### src/rtl/hazard_ctrl_if.sv
// Pipeline <-> hazard controller bundle: stage register/dest info in, forwarding selects,
// pipeline control and perf/error status out.
interface hazard_ctrl_if #(
  parameter int unsigned CNT_W = 16
);
  logic             forward_en;
  logic [3:0]       src1_ID;
  logic [3:0]       src2_ID;
  logic             two_src_ID;
  logic [3:0]       src1_EXE;
  logic [3:0]       src2_EXE;
  logic [3:0]       dest_EXE;
  logic             WB_EN_EXE;
  logic             MEM_R_EN_EXE;
  logic             B_EXE;
  logic [3:0]       dest_MEM;
  logic             WB_EN_MEM;
  logic             mem_req_MEM;
  logic             sram_ready;
  logic [3:0]       dest_WB;
  logic             WB_EN_WB;
  logic [1:0]       sel_src1_FWRD;
  logic [1:0]       sel_src2_FWRD;
  logic             freeze;
  logic             hazard;
  logic             flush;
  logic [CNT_W-1:0] stall_cnt;
  logic [CNT_W-1:0] flush_cnt;
  logic             sram_err;

  // Pipeline side
  modport master (
    output forward_en, src1_ID, src2_ID, two_src_ID, src1_EXE, src2_EXE, dest_EXE,
           WB_EN_EXE, MEM_R_EN_EXE, B_EXE, dest_MEM, WB_EN_MEM, mem_req_MEM, sram_ready,
           dest_WB, WB_EN_WB,
    input  sel_src1_FWRD, sel_src2_FWRD, freeze, hazard, flush, stall_cnt, flush_cnt, sram_err
  );

  // Controller side
  modport slave (
    input  forward_en, src1_ID, src2_ID, two_src_ID, src1_EXE, src2_EXE, dest_EXE,
           WB_EN_EXE, MEM_R_EN_EXE, B_EXE, dest_MEM, WB_EN_MEM, mem_req_MEM, sram_ready,
           dest_WB, WB_EN_WB,
    output sel_src1_FWRD, sel_src2_FWRD, freeze, hazard, flush, stall_cnt, flush_cnt, sram_err
  );
endinterface

### src/rtl/hazard_ctrl.sv
// Pipeline sequencer for the 5-stage core: EXE forwarding selects, RAW/load-use hazard
// detection, branch flush and SRAM-wait freeze with timeout, plus saturating perf counters.
module hazard_ctrl #(
  parameter int unsigned TIMEOUT = 64,
  parameter int unsigned CNT_W   = 16
) (
  input  logic         clk,
  input  logic         rst,
  hazard_ctrl_if.slave hif
);
  localparam int unsigned WAIT_W = (TIMEOUT > 2) ? $clog2(TIMEOUT) : 1;

  typedef enum logic [1:0] {
    S_RUN  = 2'd0,
    S_WAIT = 2'd1,
    S_ERR  = 2'd2
  } state_t;

  state_t            state, state_nxt;
  logic [WAIT_W-1:0] wait_ctr, wait_nxt;
  logic              err_q, err_nxt;
  logic [CNT_W-1:0]  stall_q, flush_q;

  logic [1:0]        sel1_c, sel2_c;
  logic              freeze_c, hazard_c, flush_c;
  logic              miss_c, raw_exe_c, raw_mem_c, raw_c;

  // State, wait counter, sticky error and saturating perf counters
  always_ff @(posedge clk or posedge rst) begin
    if (rst) begin
      state    <= S_RUN;
      wait_ctr <= '0;
      err_q    <= 1'b0;
      stall_q  <= '0;
      flush_q  <= '0;
    end else begin
      state    <= state_nxt;
      wait_ctr <= wait_nxt;
      err_q    <= err_nxt;
      if ((freeze_c || hazard_c) && (stall_q != {CNT_W{1'b1}}))
        stall_q <= stall_q + CNT_W'(1);
      if (flush_c && (flush_q != {CNT_W{1'b1}}))
        flush_q <= flush_q + CNT_W'(1);
    end
  end

  // Next state plus all combinational pipeline controls
  always_comb begin
    state_nxt = state;
    wait_nxt  = wait_ctr;
    err_nxt   = err_q;
    sel1_c    = 2'd0;
    sel2_c    = 2'd0;

    miss_c = hif.mem_req_MEM && !hif.sram_ready;

    unique case (state)
      S_RUN: begin
        if (miss_c) begin
          state_nxt = S_WAIT;
          wait_nxt  = WAIT_W'(1);
        end
      end
      S_WAIT: begin
        if (hif.sram_ready) begin
          state_nxt = S_RUN;
          wait_nxt  = '0;
        end else if (wait_ctr == WAIT_W'(TIMEOUT - 1)) begin
          state_nxt = S_ERR;
          err_nxt   = 1'b1;
        end else begin
          wait_nxt = wait_ctr + WAIT_W'(1);
        end
      end
      S_ERR:   state_nxt = S_ERR;
      default: state_nxt = S_RUN;
    endcase

    // MEM result is newer than WB, so it wins when both match
    if (hif.forward_en) begin
      if (hif.WB_EN_MEM && (hif.dest_MEM == hif.src1_EXE))     sel1_c = 2'd1;
      else if (hif.WB_EN_WB && (hif.dest_WB == hif.src1_EXE)) sel1_c = 2'd2;
      if (hif.WB_EN_MEM && (hif.dest_MEM == hif.src2_EXE))     sel2_c = 2'd1;
      else if (hif.WB_EN_WB && (hif.dest_WB == hif.src2_EXE)) sel2_c = 2'd2;
    end

    raw_exe_c = (hif.src1_ID == hif.dest_EXE) ||
                (hif.two_src_ID && (hif.src2_ID == hif.dest_EXE));
    raw_mem_c = (hif.src1_ID == hif.dest_MEM) ||
                (hif.two_src_ID && (hif.src2_ID == hif.dest_MEM));
    if (hif.forward_en)
      raw_c = hif.WB_EN_EXE && hif.MEM_R_EN_EXE && raw_exe_c;
    else
      raw_c = (hif.WB_EN_EXE && raw_exe_c) || (hif.WB_EN_MEM && raw_mem_c);

    // freeze > flush > hazard; everything held low during reset
    freeze_c = !rst && ((state == S_ERR) || miss_c);
    flush_c  = !rst && !freeze_c && hif.B_EXE;
    hazard_c = !rst && !freeze_c && !flush_c && raw_c;
    if (rst) begin
      sel1_c = 2'd0;
      sel2_c = 2'd0;
    end
  end

  assign hif.sel_src1_FWRD = sel1_c;
  assign hif.sel_src2_FWRD = sel2_c;
  assign hif.freeze        = freeze_c;
  assign hif.hazard        = hazard_c;
  assign hif.flush         = flush_c;
  assign hif.stall_cnt     = stall_q;
  assign hif.flush_cnt     = flush_q;
  assign hif.sram_err      = err_q;
endmodule

### src/flat_wrapper.sv
// flat-port wrapper written by rule: the top's interface ports become plain ports
module hazard_ctrl_flat 
#(
  parameter int unsigned TIMEOUT = 64,
  parameter int unsigned CNT_W   = 16
)
  (clk, rst, hif_forward_en, hif_src1_ID, hif_src2_ID, hif_two_src_ID, hif_src1_EXE, hif_src2_EXE, hif_dest_EXE, hif_WB_EN_EXE, hif_MEM_R_EN_EXE, hif_B_EXE, hif_dest_MEM, hif_WB_EN_MEM, hif_mem_req_MEM, hif_sram_ready, hif_dest_WB, hif_WB_EN_WB, hif_sel_src1_FWRD, hif_sel_src2_FWRD, hif_freeze, hif_hazard, hif_flush, hif_stall_cnt, hif_flush_cnt, hif_sram_err);
  hazard_ctrl_if #(.CNT_W(CNT_W)) hif_i ();
  input  logic clk;
  input  logic rst;
  input wire logic [$bits(hif_i.forward_en)-1:0] hif_forward_en;
  input wire logic [$bits(hif_i.src1_ID)-1:0] hif_src1_ID;
  input wire logic [$bits(hif_i.src2_ID)-1:0] hif_src2_ID;
  input wire logic [$bits(hif_i.two_src_ID)-1:0] hif_two_src_ID;
  input wire logic [$bits(hif_i.src1_EXE)-1:0] hif_src1_EXE;
  input wire logic [$bits(hif_i.src2_EXE)-1:0] hif_src2_EXE;
  input wire logic [$bits(hif_i.dest_EXE)-1:0] hif_dest_EXE;
  input wire logic [$bits(hif_i.WB_EN_EXE)-1:0] hif_WB_EN_EXE;
  input wire logic [$bits(hif_i.MEM_R_EN_EXE)-1:0] hif_MEM_R_EN_EXE;
  input wire logic [$bits(hif_i.B_EXE)-1:0] hif_B_EXE;
  input wire logic [$bits(hif_i.dest_MEM)-1:0] hif_dest_MEM;
  input wire logic [$bits(hif_i.WB_EN_MEM)-1:0] hif_WB_EN_MEM;
  input wire logic [$bits(hif_i.mem_req_MEM)-1:0] hif_mem_req_MEM;
  input wire logic [$bits(hif_i.sram_ready)-1:0] hif_sram_ready;
  input wire logic [$bits(hif_i.dest_WB)-1:0] hif_dest_WB;
  input wire logic [$bits(hif_i.WB_EN_WB)-1:0] hif_WB_EN_WB;
  output wire logic [$bits(hif_i.sel_src1_FWRD)-1:0] hif_sel_src1_FWRD;
  output wire logic [$bits(hif_i.sel_src2_FWRD)-1:0] hif_sel_src2_FWRD;
  output wire logic [$bits(hif_i.freeze)-1:0] hif_freeze;
  output wire logic [$bits(hif_i.hazard)-1:0] hif_hazard;
  output wire logic [$bits(hif_i.flush)-1:0] hif_flush;
  output wire logic [$bits(hif_i.stall_cnt)-1:0] hif_stall_cnt;
  output wire logic [$bits(hif_i.flush_cnt)-1:0] hif_flush_cnt;
  output wire logic [$bits(hif_i.sram_err)-1:0] hif_sram_err;
  assign hif_i.forward_en = hif_forward_en;
  assign hif_i.src1_ID = hif_src1_ID;
  assign hif_i.src2_ID = hif_src2_ID;
  assign hif_i.two_src_ID = hif_two_src_ID;
  assign hif_i.src1_EXE = hif_src1_EXE;
  assign hif_i.src2_EXE = hif_src2_EXE;
  assign hif_i.dest_EXE = hif_dest_EXE;
  assign hif_i.WB_EN_EXE = hif_WB_EN_EXE;
  assign hif_i.MEM_R_EN_EXE = hif_MEM_R_EN_EXE;
  assign hif_i.B_EXE = hif_B_EXE;
  assign hif_i.dest_MEM = hif_dest_MEM;
  assign hif_i.WB_EN_MEM = hif_WB_EN_MEM;
  assign hif_i.mem_req_MEM = hif_mem_req_MEM;
  assign hif_i.sram_ready = hif_sram_ready;
  assign hif_i.dest_WB = hif_dest_WB;
  assign hif_i.WB_EN_WB = hif_WB_EN_WB;
  assign hif_sel_src1_FWRD = hif_i.sel_src1_FWRD;
  assign hif_sel_src2_FWRD = hif_i.sel_src2_FWRD;
  assign hif_freeze = hif_i.freeze;
  assign hif_hazard = hif_i.hazard;
  assign hif_flush = hif_i.flush;
  assign hif_stall_cnt = hif_i.stall_cnt;
  assign hif_flush_cnt = hif_i.flush_cnt;
  assign hif_sram_err = hif_i.sram_err;
  hazard_ctrl #(.TIMEOUT(TIMEOUT), .CNT_W(CNT_W)) u_core (.clk(clk), .rst(rst), .hif(hif_i));
endmodule
### config.mk
export PLATFORM = sky130hd
export DESIGN_NAME = hazard_ctrl_flat
export DESIGN_NICKNAME = d
export VERILOG_FILES = /design/src/rtl/hazard_ctrl_if.sv /design/src/rtl/hazard_ctrl.sv /design/src/flat_wrapper.sv
export SDC_FILE = /design/constraint.sdc
export NUM_CORES = 1
export LEC_CHECK = 0
export CAP_MARGIN = 20
export CORE_MARGIN = 1
export CORE_UTILIZATION = 42
export DETAILED_ROUTE_END_ITERATION = 8
export GPL_TIMING_DRIVEN = 0
export PLACE_DENSITY_LB_ADDON = 0.2
export SLEW_MARGIN = 20
export SYNTH_ARGS = -nofsm -noshare
export SYNTH_HDL_FRONTEND = slang
export SYNTH_SLANG_ARGS = --single-unit
### constraint.sdc
create_clock -name clk -period 2.6 [get_ports clk]
set_input_delay 0.52 -clock clk [delete_from_list [all_inputs] [get_ports clk]]
set_output_delay 0.52 -clock clk [all_outputs]
set_load 0.005 [all_outputs]
==> results of run 1 <==
state kept, by name (all words and copies together), names as in the netlist:
register              count
u_core.hif.flush_cnt     16
u_core.wait_ctr           6
u_core.hif.sram_err       1
u_core.hif.stall_cnt     16
u_core.state              2
routing by layer:
metal	up-vias	routed length (µm)	GRT usage, %
li1	1024	-	-
met1	976	2570	25.3
met2	61	2710	32.1
met3	7	431	4.88
met4	0	69	6.11
met5	-	0	0
kinds of logic after synthesis:
family	count (synthesis)
multiplexers	6
flip-flops	41
AND/OR/NAND/NOR	104
AO/OA/AOI/OAI	15
buffers and inverters	11
XOR/XNOR	64
adder cells (fa/ha/maj)	3
worst paths after layout:
check / end / depth (start not counted)
min in group clk: u_core.hif.sram_err$_DFFE_PP0P_ / 1
hold reg to reg: u_core.hif.sram_err$_DFFE_PP0P_ / 1
hold / removal: u_core.wait_ctr[4]$_DFFE_PP0P_ / 2
setup / recovery: hif_sel_src1_FWRD[1] / 5
setup reg to reg: u_core.hif.stall_cnt[7]$_DFFE_PP0P_ / 8
max in group asynchronous: u_core.hif.stall_cnt[11]$_DFFE_PP0P_ / 4
metrics by stage:
step	cells	setup WS, ns	hold slack, ns	util [%]	instance area [µm²]
finish	408	0.0332	0.216	63.7	3550
global route	408	-0.0273	0.218	63.7	3550
CTS	406	-0.0911	0.405	62.6	3490
detailed placement	395	-0.617	0.475	60.4	3360
global placement	394	-1.58	0.474	59.9	3340
floorplan	244	0.0574	0.463	-	2470
area by class of cell:
cell class                      instances  area (µm²)
Sequential cell                        41        1030
Buffer                                  4        26.3
Timing Repair Buffer                   83         851
Multi-Input combinational cell        192        1420
Fill cell                             477        2020
Clock inverter                          3        17.5
Tap cell                               72        90.1
Timing Repair inverter                  1        6.26
Inverter                                7        40.0
Clock buffer                            5        68.8
layout by cell type, fill, tap and decap left out, types with 2 or more instances in the layout:
cell type / n
sky130_fd_sc_hd__and2_1: 2
sky130_fd_sc_hd__and3_1: 7
sky130_fd_sc_hd__and4_1: 4
sky130_fd_sc_hd__buf_2: 4
sky130_fd_sc_hd__buf_4: 4
sky130_fd_sc_hd__clkbuf_8: 5
sky130_fd_sc_hd__clkdlybuf4s50_1: 58
sky130_fd_sc_hd__clkinv_2: 2
sky130_fd_sc_hd__dfrtp_1: 41
sky130_fd_sc_hd__dlygate4sd2_1: 6
sky130_fd_sc_hd__dlymetal6s2s_1: 12
sky130_fd_sc_hd__ha_1: 3
sky130_fd_sc_hd__inv_1: 5
sky130_fd_sc_hd__mux2_2: 2
sky130_fd_sc_hd__mux2i_1: 3
sky130_fd_sc_hd__nand2_1: 18
sky130_fd_sc_hd__nand2b_1: 2
sky130_fd_sc_hd__nand3_1: 17
sky130_fd_sc_hd__nand4_1: 9
sky130_fd_sc_hd__nor2_1: 14
sky130_fd_sc_hd__nor2b_4: 2
sky130_fd_sc_hd__nor3_1: 10
sky130_fd_sc_hd__nor3_2: 4
sky130_fd_sc_hd__nor3b_1: 2
sky130_fd_sc_hd__nor4_1: 3
sky130_fd_sc_hd__nor4_4: 2
sky130_fd_sc_hd__o21ai_0: 5
sky130_fd_sc_hd__o21bai_1: 2
sky130_fd_sc_hd__o22ai_2: 2
sky130_fd_sc_hd__or2_1: 2
sky130_fd_sc_hd__xnor2_1: 34
sky130_fd_sc_hd__xor2_1: 30
power by group through the flow:
stage / registers (µW) / clock network [µW] / logic (µW)
after global placement: 840 / 0 / 486
after global routing: 846 / 449 / 548
after floorplan: 831 / 0 / 207
after CTS: 831 / 422 / 505
after detailed placement: 839 / 0 / 495
final: 831 / 406 / 501
what timing repair did:
| item | in CTS | in global routing |
|---|---|---|
| gates cloned | 1 | 0 |
| pin swaps | 4 | 8 |
| resized for setup | 13 | 21 |
| buffers inserted | 2 | 2 |
| endpoints found under the setup margin | 6 | 7 |
==> summary.txt, run 1 <==
Critical path
  – Number of buffer and inverter instances along the worst setup path: 2
  – Cell class contributing the biggest share of worst-path delay: buffers and inverters
  – Critical path class: in2out
  – Element type at the critical path end: primary output
  – Crit path launch: hif_WB_EN_WB
  – Worst EP arrival: 2.05 ns
  – Start of the worst register-to-register path: u_core.hif.stall_cnt[0]$_DFFE_PP0P_
  – CP Data Required Time: 2.08 ns
  – R2R setup slack: 0.21 ns
  – Cell with the largest stage delay on the worst path: sky130_fd_sc_hd__clkdlybuf4s50_1
  – Max Fanout on Critical Path: 2
  – Cell repeated most along the worst path: sky130_fd_sc_hd__clkdlybuf4s50_1
  – Cell-by-cell listing of the critical path: clkdlybuf4s50_1 -> nand3_2 -> nor3_2 -> and4_1 -> clkdlybuf4s50_1
  – Startpoint Class: input pin
  – Slowest Stage Delay on Critical Path: 0.50 ns

Final layout
  – Post-synthesis to final-layout area growth: 43.9%
  – Fraction of final layout cells with drive strength greater than 1: 11.6%
  – Antenna diode instance count: 0
  – Total number of nets in the final design: 377

Synthesis
  – Proportion of synthesized chip area in sequential cells: 41.6%
  – Number of flip-flops and latches in the synthesized netlist: 41
  – Number of enable flip-flop cells after synthesis: 0
  – Count of synthesis-stage warnings from yosys: 0
  – Cell taking the most area after synthesis: sky130_fd_sc_hd__dfrtp_1
  – Combinational family with the most area after synthesis: simple AND/OR/NAND/NOR gates
  – Number of instances in the synthesized netlist: 244
  – Mapped Area: 2470 µm²
  – Most instantiated flip-flop cell in the synthesis netlist: sky130_fd_sc_hd__dfrtp_1
  – Async set or reset register ratio after synthesis: 100%
  – Adder-Cell Fraction of Synth Area: 1.52%
  – Net count after synthesis: 286
  – Top cells by instance count after synthesis: sky130_fd_sc_hd__dfrtp_1 (41), sky130_fd_sc_hd__xnor2_1 (34), sky130_fd_sc_hd__xor2_1 (30), sky130_fd_sc_hd__nand2_1 (18), sky130_fd_sc_hd__nand3_1 (18)
  – Compound-Gate Fraction of Synth Area: 4.31%
  – Top cells by area in the synthesized netlist: sky130_fd_sc_hd__dfrtp_1 (42%), sky130_fd_sc_hd__xnor2_1 (12%), sky130_fd_sc_hd__xor2_1 (11%)
  – Simple-Gate Fraction of Synth Area: 25.1%
  – Mux cell area share after synthesis: 2.59%
  – Top-count cell post-synth: sky130_fd_sc_hd__dfrtp_1
  – Proportion of netlist area held by the largest area contributor: 41.6%
  – Synthesized-area fraction occupied by xor and xnor cells: 22.7%
  – Mean cell area of the mapped netlist: 10.1 µm²
  – Number of distinct library cells after synthesis: 40

Routing
  – Iteration count of the initial detailed-routing pass: 4
  – Via count: 2068
  – Mean routed wirelength per cell: 14.2 µm
  – Final WL: 5.79 mm
  – Avg Vias per Cell: 5.07
  – Number of DRC markers in iteration 0: 66
  – DRC viols: 0
  – Number of nets with antenna violations after detailed routing: 0

CTS
  – TritonCTS clock tree: done
  – Maximum buffer depth of the clock tree: 2
  – Number of H-tree levels: 2
  – Clock-pin slew of the registers on the worst-case setup and hold paths: 0.08 ns
  – Clk sinks: 41
  – Clock latency on the worst-skew pair: 0.29 ns
  – Total clock buffers created by CTS: 5
  – Count of hold-fix buffers inserted at cts: 0
  – Cell at the root of the clock tree: sky130_fd_sc_hd__clkbuf_8

STA
  – Maximum clock rate: 390 MHz
  – Relative slew slack: 63.1%
  – Final max-slew violation count: 0
  – Transition at the pin with the smallest max-transition slack: 0.550 ns
  – Worst clock skew: 0.00536 ns
  – Post-layout min period: 2.57 ns
  – Endpoints failing setup: 0
  – Count of final hold-check violations: 0
  – Period utilisation layout: 98.7%
  – Setup TNS after final layout: 0 ns

Power
  – Internal power of the cells: 1220 µW
  – Clk pwr share: 23.3%
  – Net Sw Power: 515 µW
  – Proportion of power drawn by flip-flops and latches: 47.8%
  – Total power after layout: 1740 µW
  – Part of the power in combinational logic: 28.9%
  – Net Sw Frac: 29.6%
  – Peak supply drop: 0.462 mV
  – Leakage Power: 0.00161 µW
  – Power per cell area: 490 nW/µm²

Global route
  – Initial antenna violation count: 0
  – Vias in the first global route: 2026
  – Pin count of the biggest net entering global routing: 24
  – Overall routing resource usage: 19.6%
  – First-pass GRT wire length: 9.51 mm
  – Overall overflow remaining after global route: 0

Place
  – Number of input and output port buffers inserted: 78
  – Total half-perimeter wirelength after legalization and detailed placement: 4.18 mm
  – Routability Congestion: 0.761

Die
  – Chip Width: 78.6 µm
  – Area enclosed by the die boundary: 6180 µm²
  – Core area: 5570 µm²
  – Starting density of the core: 44.2%
  – Number of top-level pins: 79
  – Row count: 27
  – Die span in y: 78.6 µm

Run status
  – Outcome: finished, final reports clean

Min path
  – Kind of path behind the tightest hold check: in2async

Flow run
  – # Max-Cap Violations: 0
Note: power is estimated with default switching activity, not from simulation.
==> run 2: changes to the inputs <==
--- a/config.mk
+++ b/config.mk
@@ -11,7 +11,7 @@
 export DETAILED_ROUTE_END_ITERATION = 8
 export GPL_TIMING_DRIVEN = 0
 export PLACE_DENSITY_LB_ADDON = 0.2
-export SLEW_MARGIN = 20
+export SLEW_MARGIN = 40
 export SYNTH_ARGS = -nofsm -noshare
 export SYNTH_HDL_FRONTEND = slang
 export SYNTH_SLANG_ARGS = --single-unit
==> summary.txt, run 2 (synthesis results as in run 1) <==
Global route
  – First-pass GRT wire length: 9.58 mm (+0.73%)
  – Initial antenna violation count: 0 (unchanged)
  – GR Util met1: 24.6% (-0.72 points)
  – Met3 Use GR: 4.88% (unchanged)
  – Most heavily used metal layer in global routing: met2
  – Overall overflow remaining after global route: 0 (unchanged)
  – Vias in the first global route: 2059 (+1.6%)
  – Global-route met2 utilization: 33.1% (+1.0 points)
  – Overall routing resource usage: 19.8% (+0.15 points)
  – Pin count of the biggest net entering global routing: 22 (-8.3%)

Routing
  – Via count: 2043 (-1.2%)
  – Final WL: 5.66 mm (-2.1%)
  – Avg Vias per Cell: 5.06 (-0.23%)
  – Number of DRC markers in iteration 0: 68 (+3.0%)
  – DRC viols: 0 (unchanged)
  – Mean routed wirelength per cell: 14.0 µm (-1.1%)
  – Iteration count of the initial detailed-routing pass: 4 (unchanged)
  – Number of nets with antenna violations after detailed routing: 0 (unchanged)

Power
  – Power per cell area: 526 nW/µm² (+7.4%)
  – Peak supply drop: 0.475 mV (+3.0%)
  – Proportion of power drawn by flip-flops and latches: 44.6% (-3.2 points)
  – Part of the power in combinational logic: 26.7% (-2.2 points)
  – Leakage Power: 0.00154 µW (-4.6%)
  – Clk pwr share: 28.7% (+5.4 points)
  – Net Sw Power: 508 µW (-1.4%)
  – Internal power of the cells: 1350 µW (+10%)
  – Net Sw Frac: 27.4% (-2.2 points)

Critical path
  – Cell with the largest stage delay on the worst path: sky130_fd_sc_hd__clkdlybuf4s50_1
  – Start of the worst register-to-register path: u_core.hif.stall_cnt[0]$_DFFE_PP0P_
  – CP Data Required Time: 2.08 ns (about the same)
  – R2R setup slack: 0.20 ns (about the same)
  – Worst EP arrival: 1.99 ns (-0.06 ns)
  – Startpoint Class: input pin
  – Cell repeated most along the worst path: sky130_fd_sc_hd__clkdlybuf4s50_1
  – Slowest Stage Delay on Critical Path: 0.49 ns (about the same)
  – Cell-by-cell listing of the critical path: clkdlybuf4s50_1 -> xor2_1 -> nor3_1 -> and4_1 -> clkdlybuf4s50_1
  – Element type at the critical path end: primary output
  – Number of buffer and inverter instances along the worst setup path: 2 (unchanged)
  – End of the worst register-to-register path: u_core.hif.stall_cnt[11]$_DFFE_PP0P_
  – Register-to-Register Path Depth: 8 (unchanged)
  – Critical path class: in2out
  – Levels on crit path: 5 (unchanged)
  – Cell class contributing the biggest share of worst-path delay: buffers and inverters
  – Max Fanout on Critical Path: 2 (unchanged)

CTS
  – Total clock buffers created by CTS: 5 (unchanged)
  – Maximum buffer depth of the clock tree: 2 (unchanged)
  – Cell at the root of the clock tree: sky130_fd_sc_hd__clkbuf_8
  – Clk sinks: 41 (unchanged)
  – Clock latency on the worst-skew pair: 0.29 ns (about the same)
  – TritonCTS clock tree: done
  – Clock-pin slew of the registers on the worst-case setup and hold paths: 0.08 ns (about the same)
  – Count of hold-fix buffers inserted at cts: 0 (unchanged)
  – Number of H-tree levels: 2 (unchanged)

STA
  – Transition at the pin with the smallest max-transition slack: 0.570 ns (+0.0199 ns)
  – Worst clock skew: 0.00927 ns (+0.00391 ns)
  – Endpoints failing setup: 0 (unchanged)
  – Final max-slew violation count: 0 (unchanged)
  – Setup TNS after final layout: 0 ns (unchanged)
  – Count of final hold-check violations: 0 (unchanged)
  – Post-layout min period: 2.51 ns (-0.0572 ns)
  – Relative slew slack: 61.8% (-1.3 points)
  – Maximum clock rate: 398 MHz (+2.3%)
  – Setup repair after global routing missed its margin: yes
  – Period utilisation layout: 96.5% (-2.2 points)
  – Worst-case hold slack: 0.231 ns (+0.0147 ns)

Final layout
  – Total number of nets in the final design: 373 (-1.1%)
  – Top library cells by usage in the layout, fill and taps aside: sky130_fd_sc_hd__clkdlybuf4s50_1 (61), sky130_fd_sc_hd__dfrtp_1 (41), sky130_fd_sc_hd__xnor2_1 (34)
  – Antenna diode instance count: 0 (unchanged)
  – Fraction of final layout cells with drive strength greater than 1: 10.2% (-1.4 points)
  – Final-layout fill cell count: 486 (+1.9%)
  – Post-synthesis to final-layout area growth: 43.0%
  – Most common cell after layout, fill and taps aside: sky130_fd_sc_hd__clkdlybuf4s50_1

Place
  – Number of input and output port buffers inserted: 78 (unchanged)
  – Total half-perimeter wirelength after legalization and detailed placement: 4.13 mm (-1.3%)
  – Routability Congestion: 0.761 (unchanged)

Die
  – Core area: 5570 µm² (unchanged)
  – Row count: 27 (unchanged)
  – Starting density of the core: 44.2% (unchanged)
  – Die span in y: 78.6 µm (unchanged)
  – Area enclosed by the die boundary: 6180 µm² (unchanged)
  – Chip Width: 78.6 µm (unchanged)
  – Number of top-level pins: 79 (unchanged)

Run status
  – Outcome: finished, final reports clean

Min path
  – Kind of path behind the tightest hold check: in2async

Flow run
  – # Max-Cap Violations: 0 (unchanged)
==> run 2: power by group through the flow <==
| stage | Sequential (µW) | Clock [µW] | Combinational (µW) |
|---|---|---|---|
| 2_1_floorplan | 831 | 0 | 207 |
| 3_3_place_gp | 840 | 0 | 486 |
| 3_5_place_dp | 840 | 0 | 490 |
| 4_1_cts | 831 | 543 | 503 |
| 5_1_grt | 844 | 568 | 544 |
| 6_report | 827 | 532 | 495 |
==> run 2: what timing repair did <==
action | in CTS | in global routing
gates cloned | 2 | 0
endpoints found under the setup margin | 6 | 7
resized for setup | 24 | 9
pin swaps | 3 | 10
setup buffers | 0 | 0
==> run 2: worst max path at each step <==
| stage | endpoint | startpoint | slack (ns) |
|---|---|---|---|
| final | hif_sel_src2_FWRD[1] | hif_dest_WB[2] | 0.09 |
| after global routing | hif_hazard | hif_src1_ID[1] | -0.01 |
| after CTS | hif_flush | hif_mem_req_MEM | 0.01 |
| after detailed placement | hif_sel_src1_FWRD[1] | rst | -0.70 |
| after global placement | hif_sel_src1_FWRD[1] | rst | -1.58 |
| after floorplan | hif_sel_src1_FWRD[1] | rst | 0.06 |
==> run 2: cell type report <==
cell class | count | area [µm²] | share of cell area, %
Multi-Input combinational cell | 192 | 1420 | 40.4
Sequential cell | 41 | 1030 | 29.1
Timing Repair Buffer | 78 | 774 | 22.0
Tap cell | 72 | 90.1 | 2.55
Clock buffer | 7 | 86.3 | 2.45
Inverter | 7 | 52.6 | 1.49
Clock inverter | 1 | 30.0 | 0.851
Buffer | 4 | 26.3 | 0.745
Timing Repair inverter | 2 | 17.5 | 0.497
==> run 2: metrics by stage <==
| step | instance area [µm²] | power, µW | instances | worst slack [ns] | util (%) |
|---|---|---|---|---|---|
| detailed placement | 3340 | 1330 | 394 | -0.699 | 59.9 |
| global placement | 3340 | 1330 | 394 | -1.58 | 59.9 |
| finish | 3530 | 1850 | 404 | 0.0904 | 63.3 |
| global route | 3530 | 1960 | 404 | -0.0135 | 63.3 |
| floorplan | 2470 | 1040 | 244 | 0.0574 | - |
| CTS | 3510 | 1880 | 404 | 0.0135 | 63.0 |
==> run 2: routing by layer <==
layer	vias to the layer above	share of wire (%)
met5	-	0
met2	54	47
li1	1022	-
met4	0	1.3
met1	962	45
met3	5	7.3
